$ cat src/rtl/time_keeper_pkg.sv
// Shared alarm-clock constants: mode-bus codes, field widths, limits and the
// range-clamp helpers used when loading a time from the set stage.
package time_keeper_pkg;

  localparam int HR_W = 5;
  localparam int MS_W = 6;

  localparam logic [MS_W-1:0] MAX_SEC = 6'd59;
  localparam logic [MS_W-1:0] MAX_MIN = 6'd59;
  localparam logic [HR_W-1:0] MAX_HR  = 5'd23;

  typedef enum logic [2:0] {
    MODE_NORMAL     = 3'b000,
    MODE_SET_ALARM  = 3'b001,
    MODE_SET_TIME   = 3'b010,
    MODE_ALARM_VIEW = 3'b011
  } mode_e;

  // Out-of-range values from the set stage load as zero rather than wrapping.
  function automatic logic [HR_W-1:0] clamp_hr(input logic [HR_W-1:0] h);
    return (h > MAX_HR) ? '0 : h;
  endfunction

  function automatic logic [MS_W-1:0] clamp_ms(input logic [MS_W-1:0] v);
    return (v > MAX_SEC) ? '0 : v;
  endfunction

endpackage

$ cat src/rtl/time_keeper_if.sv
// Bus between the mode/set/alarm stages and the time keeper; the master side
// drives mode and set/alarm values, the slave side returns time and pulses.
interface time_keeper_if;
  import time_keeper_pkg::*;

  logic [2:0]      state;
  logic [HR_W-1:0] set_hours;
  logic [MS_W-1:0] set_minutes;
  logic [MS_W-1:0] set_seconds;
  logic            alarm_en;
  logic [HR_W-1:0] alarm_hours;
  logic [MS_W-1:0] alarm_min;

  logic [HR_W-1:0] hours;
  logic [MS_W-1:0] minutes;
  logic [MS_W-1:0] seconds;
  logic            sec_pulse;
  logic            day_wrap;
  logic            alarm_fire;

  // No handshake: inputs are level values sampled every clock, and the three
  // pulse outputs are single-cycle strobes with no back-pressure.
  modport master (
    output state, set_hours, set_minutes, set_seconds,
    output alarm_en, alarm_hours, alarm_min,
    input  hours, minutes, seconds, sec_pulse, day_wrap, alarm_fire
  );

  modport slave (
    input  state, set_hours, set_minutes, set_seconds,
    input  alarm_en, alarm_hours, alarm_min,
    output hours, minutes, seconds, sec_pulse, day_wrap, alarm_fire
  );

endinterface

$ cat src/rtl/time_keeper_tick_gen.sv
// Prescaler producing one terminal-count cycle every CLK_HZ enabled clocks;
// clr forces the count back to zero and suppresses tc.
module time_keeper_tick_gen #(
  parameter int CLK_HZ = 100_000_000
) (
  input  logic clk,
  input  logic rst,
  input  logic clr,
  input  logic en,
  output logic tc
);

  localparam int PW = (CLK_HZ > 1) ? $clog2(CLK_HZ) : 1;
  localparam logic [PW-1:0] TC_VAL = PW'(CLK_HZ - 1);

  logic [PW-1:0] r_presc;
  logic          w_at_tc;

  assign w_at_tc = (r_presc == TC_VAL);
  assign tc      = en && !clr && w_at_tc;

  always_ff @(posedge clk or posedge rst) begin
    if (rst) begin
      r_presc <= '0;
    end else if (clr) begin
      r_presc <= '0;
    end else if (en) begin
      if (w_at_tc) begin
        r_presc <= '0;
      end else begin
        r_presc <= r_presc + PW'(1);
      end
    end
  end

endmodule

$ cat src/rtl/time_keeper.sv
// 24 h HH:MM:SS counter: loads (clamped) set values while the mode bus reads
// SET_STATE, otherwise advances once per prescaled second and flags alarms.
module time_keeper
  import time_keeper_pkg::*;
#(
  parameter int         CLK_HZ    = 100_000_000,
  parameter logic [2:0] SET_STATE = MODE_SET_TIME
) (
  input  logic          clk,
  input  logic          rst,
  time_keeper_if.slave  bus
);

  logic [HR_W-1:0] r_hr;
  logic [MS_W-1:0] r_min;
  logic [MS_W-1:0] r_sec;
  logic            r_sec_pulse;
  logic            r_day_wrap;
  logic            r_alarm_fire;

  logic            w_set;
  logic            w_tc;
  logic [HR_W-1:0] w_hr_n;
  logic [MS_W-1:0] w_min_n;
  logic [MS_W-1:0] w_sec_n;
  logic            w_day;
  logic            w_alarm_valid;
  logic            w_alarm_hit;

  assign w_set = (bus.state == SET_STATE);

  time_keeper_tick_gen #(
    .CLK_HZ (CLK_HZ)
  ) u_tick_gen (
    .clk (clk),
    .rst (rst),
    .clr (w_set),
    .en  (!w_set),
    .tc  (w_tc)
  );

  // Next time after one second; carries ripple through all fields in one edge.
  always_comb begin
    w_sec_n = r_sec + MS_W'(1);
    w_min_n = r_min;
    w_hr_n  = r_hr;
    w_day   = 1'b0;
    if (r_sec == MAX_SEC) begin
      w_sec_n = '0;
      if (r_min == MAX_MIN) begin
        w_min_n = '0;
        if (r_hr == MAX_HR) begin
          w_hr_n = '0;
          w_day  = 1'b1;
        end else begin
          w_hr_n = r_hr + HR_W'(1);
        end
      end else begin
        w_min_n = r_min + MS_W'(1);
      end
    end
  end

  // The alarm matches only on the tick that rolls seconds over to zero,
  // so it fires once per day and never from a SET-mode load.
  assign w_alarm_valid = (bus.alarm_hours <= MAX_HR) && (bus.alarm_min <= MAX_MIN);
  assign w_alarm_hit   = bus.alarm_en && w_alarm_valid && (w_sec_n == '0) &&
                         (w_hr_n == bus.alarm_hours) && (w_min_n == bus.alarm_min);

  always_ff @(posedge clk or posedge rst) begin
    if (rst) begin
      r_hr         <= '0;
      r_min        <= '0;
      r_sec        <= '0;
      r_sec_pulse  <= 1'b0;
      r_day_wrap   <= 1'b0;
      r_alarm_fire <= 1'b0;
    end else if (w_set) begin
      r_hr         <= clamp_hr(bus.set_hours);
      r_min        <= clamp_ms(bus.set_minutes);
      r_sec        <= clamp_ms(bus.set_seconds);
      r_sec_pulse  <= 1'b0;
      r_day_wrap   <= 1'b0;
      r_alarm_fire <= 1'b0;
    end else if (w_tc) begin
      r_hr         <= w_hr_n;
      r_min        <= w_min_n;
      r_sec        <= w_sec_n;
      r_sec_pulse  <= 1'b1;
      r_day_wrap   <= w_day;
      r_alarm_fire <= w_alarm_hit;
    end else begin
      r_sec_pulse  <= 1'b0;
      r_day_wrap   <= 1'b0;
      r_alarm_fire <= 1'b0;
    end
  end

  assign bus.hours      = r_hr;
  assign bus.minutes    = r_min;
  assign bus.seconds    = r_sec;
  assign bus.sec_pulse  = r_sec_pulse;
  assign bus.day_wrap   = r_day_wrap;
  assign bus.alarm_fire = r_alarm_fire;

endmodule

$ cat src/flat_wrapper.sv
// flat-port wrapper written by rule: the top's interface ports become plain ports
module time_keeper_flat import time_keeper_pkg::*;
#(
  parameter int         CLK_HZ    = 100_000_000,
  parameter logic [2:0] SET_STATE = MODE_SET_TIME
)
  (clk, rst, bus_state, bus_set_hours, bus_set_minutes, bus_set_seconds, bus_alarm_en, bus_alarm_hours, bus_alarm_min, bus_hours, bus_minutes, bus_seconds, bus_sec_pulse, bus_day_wrap, bus_alarm_fire);
  time_keeper_if bus_i ();
  input  logic clk;
  input  logic rst;
  input wire logic [$bits(bus_i.state)-1:0] bus_state;
  input wire logic [$bits(bus_i.set_hours)-1:0] bus_set_hours;
  input wire logic [$bits(bus_i.set_minutes)-1:0] bus_set_minutes;
  input wire logic [$bits(bus_i.set_seconds)-1:0] bus_set_seconds;
  input wire logic [$bits(bus_i.alarm_en)-1:0] bus_alarm_en;
  input wire logic [$bits(bus_i.alarm_hours)-1:0] bus_alarm_hours;
  input wire logic [$bits(bus_i.alarm_min)-1:0] bus_alarm_min;
  output wire logic [$bits(bus_i.hours)-1:0] bus_hours;
  output wire logic [$bits(bus_i.minutes)-1:0] bus_minutes;
  output wire logic [$bits(bus_i.seconds)-1:0] bus_seconds;
  output wire logic [$bits(bus_i.sec_pulse)-1:0] bus_sec_pulse;
  output wire logic [$bits(bus_i.day_wrap)-1:0] bus_day_wrap;
  output wire logic [$bits(bus_i.alarm_fire)-1:0] bus_alarm_fire;
  assign bus_i.state = bus_state;
  assign bus_i.set_hours = bus_set_hours;
  assign bus_i.set_minutes = bus_set_minutes;
  assign bus_i.set_seconds = bus_set_seconds;
  assign bus_i.alarm_en = bus_alarm_en;
  assign bus_i.alarm_hours = bus_alarm_hours;
  assign bus_i.alarm_min = bus_alarm_min;
  assign bus_hours = bus_i.hours;
  assign bus_minutes = bus_i.minutes;
  assign bus_seconds = bus_i.seconds;
  assign bus_sec_pulse = bus_i.sec_pulse;
  assign bus_day_wrap = bus_i.day_wrap;
  assign bus_alarm_fire = bus_i.alarm_fire;
  time_keeper #(.CLK_HZ(CLK_HZ), .SET_STATE(SET_STATE)) u_core (.clk(clk), .rst(rst), .bus(bus_i));
endmodule
$ cat config.mk
export PLATFORM = sky130hd
export DESIGN_NAME = time_keeper_flat
export DESIGN_NICKNAME = d
export VERILOG_FILES = /design/src/rtl/time_keeper_pkg.sv /design/src/rtl/time_keeper_if.sv /design/src/rtl/time_keeper_tick_gen.sv /design/src/rtl/time_keeper.sv /design/src/flat_wrapper.sv
export SDC_FILE = /design/constraint.sdc
export NUM_CORES = 1
export LEC_CHECK = 0
export ABC_CLOCK_PERIOD_IN_PS = 3000
export CORE_ASPECT_RATIO = 0.8
export CORE_MARGIN = 4
export CORE_UTILIZATION = 40
export CTS_CLUSTER_SIZE = 10
export DETAILED_ROUTE_END_ITERATION = 8
export GPL_ROUTABILITY_DRIVEN = 0
export PLACE_DENSITY = 0.7
export SYNTH_ARGS = -nofsm -noshare
export SYNTH_HDL_FRONTEND = slang
export SYNTH_HIERARCHICAL = 1
export SYNTH_SLANG_ARGS = --single-unit
$ cat constraint.sdc
create_clock -name clk -period 3 [get_ports clk]
set_input_delay 0.45 -clock clk [delete_from_list [all_inputs] [get_ports clk]]
set_output_delay 0.45 -clock clk [all_outputs]
set_load 0.03 [all_outputs]
## Yosys cells after proc, flatten, opt, wreduce, memory -nomap -nowiden

Cells that the tools add are included.
W data, S select, Z words.

- Flip-flop bits (word level): 47
- Bits of input ports: 34
- Output and inout port bits: 20
- Logic and storage cells: 58

- $add $sub $neg: 4
- Magnitude comparators: 5
- Equal/unequal tests: 7
- Mux-type cells: 26
- Reductions and logical operators: 9

Operator list:

| operator | number |
|---|---|
| $mux W27 | 2 |
| $mux W6 | 9 |
| $mux W5 | 6 |
| $add A27 B1 Y27 const B | 1 |
| $eq A27 B27 Y1 const B | 1 |
| $add A6 B1 Y6 const B | 2 |
| $eq A6 B6 Y1 const B | 2 |
| $gt A6 B6 Y1 const B | 2 |
| $mux W1 | 9 |
| $eq A6 B6 Y1 | 1 |
| $le A6 B6 Y1 const B | 1 |
| $logic_and A1 B1 Y1 | 6 |
| $logic_not A6 Y1 | 1 |
| $add A5 B1 Y5 const B | 1 |
| $eq A5 B5 Y1 | 1 |
| $eq A5 B5 Y1 const B | 1 |
| $gt A5 B5 Y1 const B | 1 |
| $le A5 B5 Y1 const B | 1 |
| $eq A3 B2 Y1 const B | 1 |
| $reduce_bool A2 Y1 | 1 |
| $logic_not A1 Y1 | 1 |

## Depth between registers and ports, before layout

- Depth after elaboration: 9
- Depth in mapped cells: 13
- Depth with buffers taken out: 9

## Cells and area by module

Netlist, hierarchy kept.

Modules (own cells, without submodules):

| module | instances | cells each | area an instance (µm²) | seq. area each (µm²) |
|---|---|---|---|---|
| time_keeper | 1 | 202 | 1,699.1 | 500.5 |
| time_keeper_tick_gen | 1 | 183 | 1,682.9 | 675.6 |

## Worst setup path before layout

Ideal clock, no wire load.

- Path kind: in2reg
- Start: in bus_state[0]
- End: reg u_core.r_hr[1], in the netlist u_core/bus.hours[1]
- Library setup time: 0.128 ns
- Arrival: 2.549 ns
- Path slack: 0.323 ns
- Cell stages on the path: 12
- Path buffers: 5
- Cells stage by stage: or3b_2 > buf_2 > clkinv_1 > buf_2 > clkbuf_1 > nand2b_1 > nor2_1 > clkbuf_1 > clkbuf_1 > nand2_1 > mux2i_1 > o21ai_0

- Longest elaborated chain between the ends: 4
- Elaborated cells on any way between the ends: 5

Ends and longest elaborated chain:

| item | line | RTL |
|---|---|---|
| start, declared | flat_wrapper.sv:11 | `input wire logic [$bits(bus_i.state)-1:0] bus_state;` |
| $eq A3 B2 Y1 | time_keeper.sv:30 | `assign w_set = (bus.state == SET_STATE);` |
| named net u_core.w_set | time_keeper.sv:21 | `logic w_set;` |
| $logic_not A1 Y1 | time_keeper_tick_gen.sv:20, time_keeper.sv:38 |  |
| $logic_and A1 B1 Y1 | time_keeper_tick_gen.sv:20 | `assign tc = en && !clr && w_at_tc;` |
| named net u_core.w_tc | time_keeper.sv:22 | `logic w_tc;` |
| $reduce_bool A2 Y1 (no line) | -- |  |
| end signal, assigned | time_keeper.sv:79 | `r_hr <= clamp_hr(bus.set_hours);` |
| end signal, assigned | time_keeper.sv:86 | `r_hr <= w_hr_n;` |
| end, declared | time_keeper.sv:14 | `logic [HR_W-1:0] r_hr;` |

The timed path passes the listed nets, and every way through them passes these cells.
A chain may end at the register's enable or synchronous reset.

## Worst setup path in the final report

- Start: reg u_core.u_tick_gen.r_presc[0]
- End: reg u_core.r_alarm_fire, in the netlist u_core/bus.alarm_fire

- Longest elaborated chain between the ends: 4

Ends and longest elaborated chain:

| item | line | RTL |
|---|---|---|
| start, declared | time_keeper_tick_gen.sv:16 | `logic [PW-1:0] r_presc;` |
| start signal, assigned | time_keeper_tick_gen.sv:31 | `r_presc <= r_presc + PW'(1);` |
| $eq A27 B27 Y1 | time_keeper_tick_gen.sv:19 | `assign w_at_tc = (r_presc == TC_VAL);` |
| $logic_and A1 B1 Y1 | time_keeper_tick_gen.sv:20 |  |
| named net u_core.w_tc | time_keeper.sv:22 |  |
| $mux W1 | time_keeper.sv:85 | `end else if (w_tc) begin` |
| $mux W1 | time_keeper.sv:78 | `end else if (w_set) begin` |
| end signal, assigned | time_keeper.sv:91 | `r_alarm_fire <= w_alarm_hit;` |
| end, declared | time_keeper.sv:19 | `logic r_alarm_fire;` |

The timed path passes the listed nets, and every way through them passes these cells.

==> reports/metrics.cfg <==
[grt]
grt_pass1_wl_um=15300
grt_max_degree=36
track_usage=0.182
grt_pass1_vias=2968
grt_overflow=0
antenna_found_initial=0

[min_path]
hp-start=u_core/u_tick_gen/r_presc[24]
hold-path-endpoint=u_core/u_tick_gen/r_presc[24]
min_path_cells=1
min_path_type=reg -> reg

[floorplan]
die_h_um=90.2
core_area_mm2=0.00809
initial_core_util=0.418
rows=29
ios=54
die_w_um=111
die-area_mm2=0.0100

[placed_design]
dp_hpwl_um=6810
dp_slack_ns=0.215
io_buffers=53

[detailed_routing]
drt-total-wl_um=9130
vias_per_cell=5.96
drt_iter0_drc=291
drt-pass1-iter-count=5
drc=0
ant_nets=0
routedWlPerCell_um=16.8
vias=3230

[final_layout]
final_core_util=0.504
antenna_cells=0
mostFrequentLayoutCell=clkdlybuf4s50_1
layout.nets=473
layout_common_cells=clkdlybuf4s50_1, dfrtp_1, nand2_1, o21ai_0, nand3_1
drive_above_1_share=0.0922
syn2layout_area_growth_pct=20.6
fill_cells=762

[cts]
ctsHoldBuffers=0
clock-sinks=47
cts-root-buf=clkbuf_8
cts_resized=0
clk_pin_slew_worst_paths_ns=0.08
cts_tree=yes
insertion_delay_ns=0.30
htreeDepth=2
clk_path_buf_depth=2
post_cts_buffers=0
cts_buffers=5

[synthesis]
synth_edf_count=0
syn_nets=424
yosysSeqAreaShare=0.348
yosysUniqueCellTypes=65
synth_seq_cells=47
synthCells=385
syn_area_per_cell_um2=8.78
synthFlopType=dfrtp_1
synth_area_mm2=0.00338
ys_warn_count=6
ys_async_sr_fraction=1.00

[power]
switching_share=0.362
p_seq_frac=0.482
internal-power_mw=1.13
leakage_nw=1.66
p_total_mw=1.76
power_density_mw_per_mm2=432
pwr-share-clk=0.220
vdd_drop_max_mv=0.207
comb_power_share=0.298
p_switching_mw=0.638

[sta]
rsz0062_at_grt=false
fin_worst_skew_ns=0.0152
period_minus_slack_ns=2.70
clock.fmax_ghz=0.371
finalSetupViolCount=0
drv_slew=0
worst_slew_pin_slew_ns=0.942
finalCritPeriodShare=0.900
hold_viol=0
tns_ns=0
slew_headroom=0.370
finalWorstSetupSlack_ns=0.301

[critical_path]
max_stage_delay_ns=0.43
critPathKind=reg -> reg
critical_path_arrival_ns=2.90
reg2reg_depth=10
slowest_stage=dfrtp_1
start_kind=register
path_buf_inv=1
critical_path.top_delay_family=simple AND/OR/NAND/NOR gates
worstReg2RegStart=u_core/u_tick_gen/r_presc[0]
path_common_cell=nand2_1
worstPathRequired_ns=3.20
crit_fanout=17
path_cells=ha_1 > nand4_4 > nor4_4 > nand2_1 > nor2_1 > buf_4 > nand2_1 > a2111oi_2 > nand4_1 > nor4_2
regToRegSetupSlack_ns=0.30
regToRegEndpoint=u_core/bus.alarm_fire
worstSetupEndpointType=register

[job]
drv_cap=0

[outcome]
status=finished clean

synthesized netlist by cell type, drive strengths merged, types with 2 or more instances:
cell type | instances | area [µm²]
nand2 | 48 | 190
dfrtp | 47 | 1180
o21ai | 32 | 160
nand3 | 25 | 130
a21oi | 21 | 116
a31oi | 18 | 113
nand4 | 18 | 164
nor2 | 18 | 70.1
buf | 12 | 90.1
nor3 | 12 | 71.3
inv | 11 | 41.3
xor2 | 10 | 87.6
and3 | 9 | 56.3
xnor2 | 9 | 78.8
mux2i | 8 | 80.1
nand2b | 8 | 57.6
clkbuf | 7 | 26.3
a22o | 6 | 52.6
nor4 | 6 | 88.8
ha | 5 | 62.6
a41oi | 4 | 35.0
nand4b | 4 | 35.0
o41ai | 4 | 35.0
a2111oi | 3 | 38.8
a21o | 3 | 22.5
and4 | 3 | 26.3
nand3b | 3 | 22.5
or2 | 3 | 18.8
nor2b | 2 | 12.5
o211ai | 2 | 20.0
o221ai | 2 | 17.5
o22ai | 2 | 12.5
o31ai | 2 | 15.0
or2b | 2 | 15.0
or3b | 2 | 17.5
or4 | 2 | 15.0
cell families after synthesis:
logic type / synth area share
AO/OA/AOI/OAI: 0.206
adder cells (fa/ha/maj): 0.0185
buffers and inverters: 0.0477
XOR/XNOR: 0.0492
flip-flops: 0.348
multiplexers: 0.0270
AND/OR/NAND/NOR: 0.304
worst max-delay path by stage:
| stage | slack, ns | cells after the start | from | end |
|---|---|---|---|---|
| detailed placement | 0.22 | 10 | bus_state[1] | u_core/bus.alarm_fire |
| global placement | 0.27 | 7 | bus_state[1] | u_core/u_tick_gen/r_presc[2] |
| finish | 0.30 | 10 | u_core/u_tick_gen/r_presc[0] | u_core/bus.alarm_fire |
| CTS | 0.36 | 10 | u_core/u_tick_gen/r_presc[0] | u_core/bus.alarm_fire |
| floorplan | 0.32 | 12 | bus_state[0] | u_core/bus.hours[1] |
| global route | 0.1 | 10 | u_core/u_tick_gen/r_presc[0] | u_core/bus.alarm_fire |
power by group through the flow:
stage | clock (mW) | combinational [mW] | sequential (mW)
after floorplan | 0 | 0.311 | 0.874
after global placement | 0 | 0.514 | 0.857
after detailed placement | 0 | 0.526 | 0.860
after CTS | 0.400 | 0.526 | 0.848
after global routing | 0.434 | 0.572 | 0.868
final | 0.388 | 0.526 | 0.850
registers in the layout, indices dropped and copies added (netlist names):
| name | cells |
|---|---|
| u_core/bus.sec_pulse | 1 |
| u_core/bus.day_wrap | 1 |
| u_core/bus.seconds | 6 |
| u_core/bus.minutes | 6 |
| u_core/u_tick_gen/r_presc | 27 |
| u_core/bus.hours | 5 |
| u_core/bus.alarm_fire | 1 |
per-stage QoR:
step / hold slack, ns / std cells / area [µm²]
floorplan: 0.414 / 385 / 3380
CTS: 0.512 / 542 / 4080
finish: 0.516 / 542 / 4080
global placement: 0.493 / 535 / 3990
global route: 0.542 / 542 / 4080
detailed placement: 0.508 / 535 / 3990
layout make-up:
cell class              count  area (µm²)  share of cell area
clock buffers               6        82.6              0.0202
clock inverters             1        5.00             0.00123
inverters                  12        45.0              0.0110
multi-input cells         307        2040               0.501
flip-flops and latches     47        1180               0.288
well taps                 108         135              0.0331
repair buffers             61         591               0.145
per-layer routing:
layer	up-vias	track usage	share of wire
li1	1552	-	-
met1	1542	0.275	0.49
met2	128	0.259	0.43
met3	8	0.0403	0.072
met4	0	0.0492	0.0084
met5	-	0	0
worst register-to-register path: stages (launching register included):
cell	delay, ns
dfrtp_1	0.43
ha_1	0.29
nand4_4	0.18
nor4_4	0.39
nand2_1	0.17
nor2_1	0.11
buf_4	0.23
nand2_1	0.13
a2111oi_2	0.25
nand4_1	0.16
nor4_2	0.27
No activity file was read; power rests on OpenSTA's default activity.
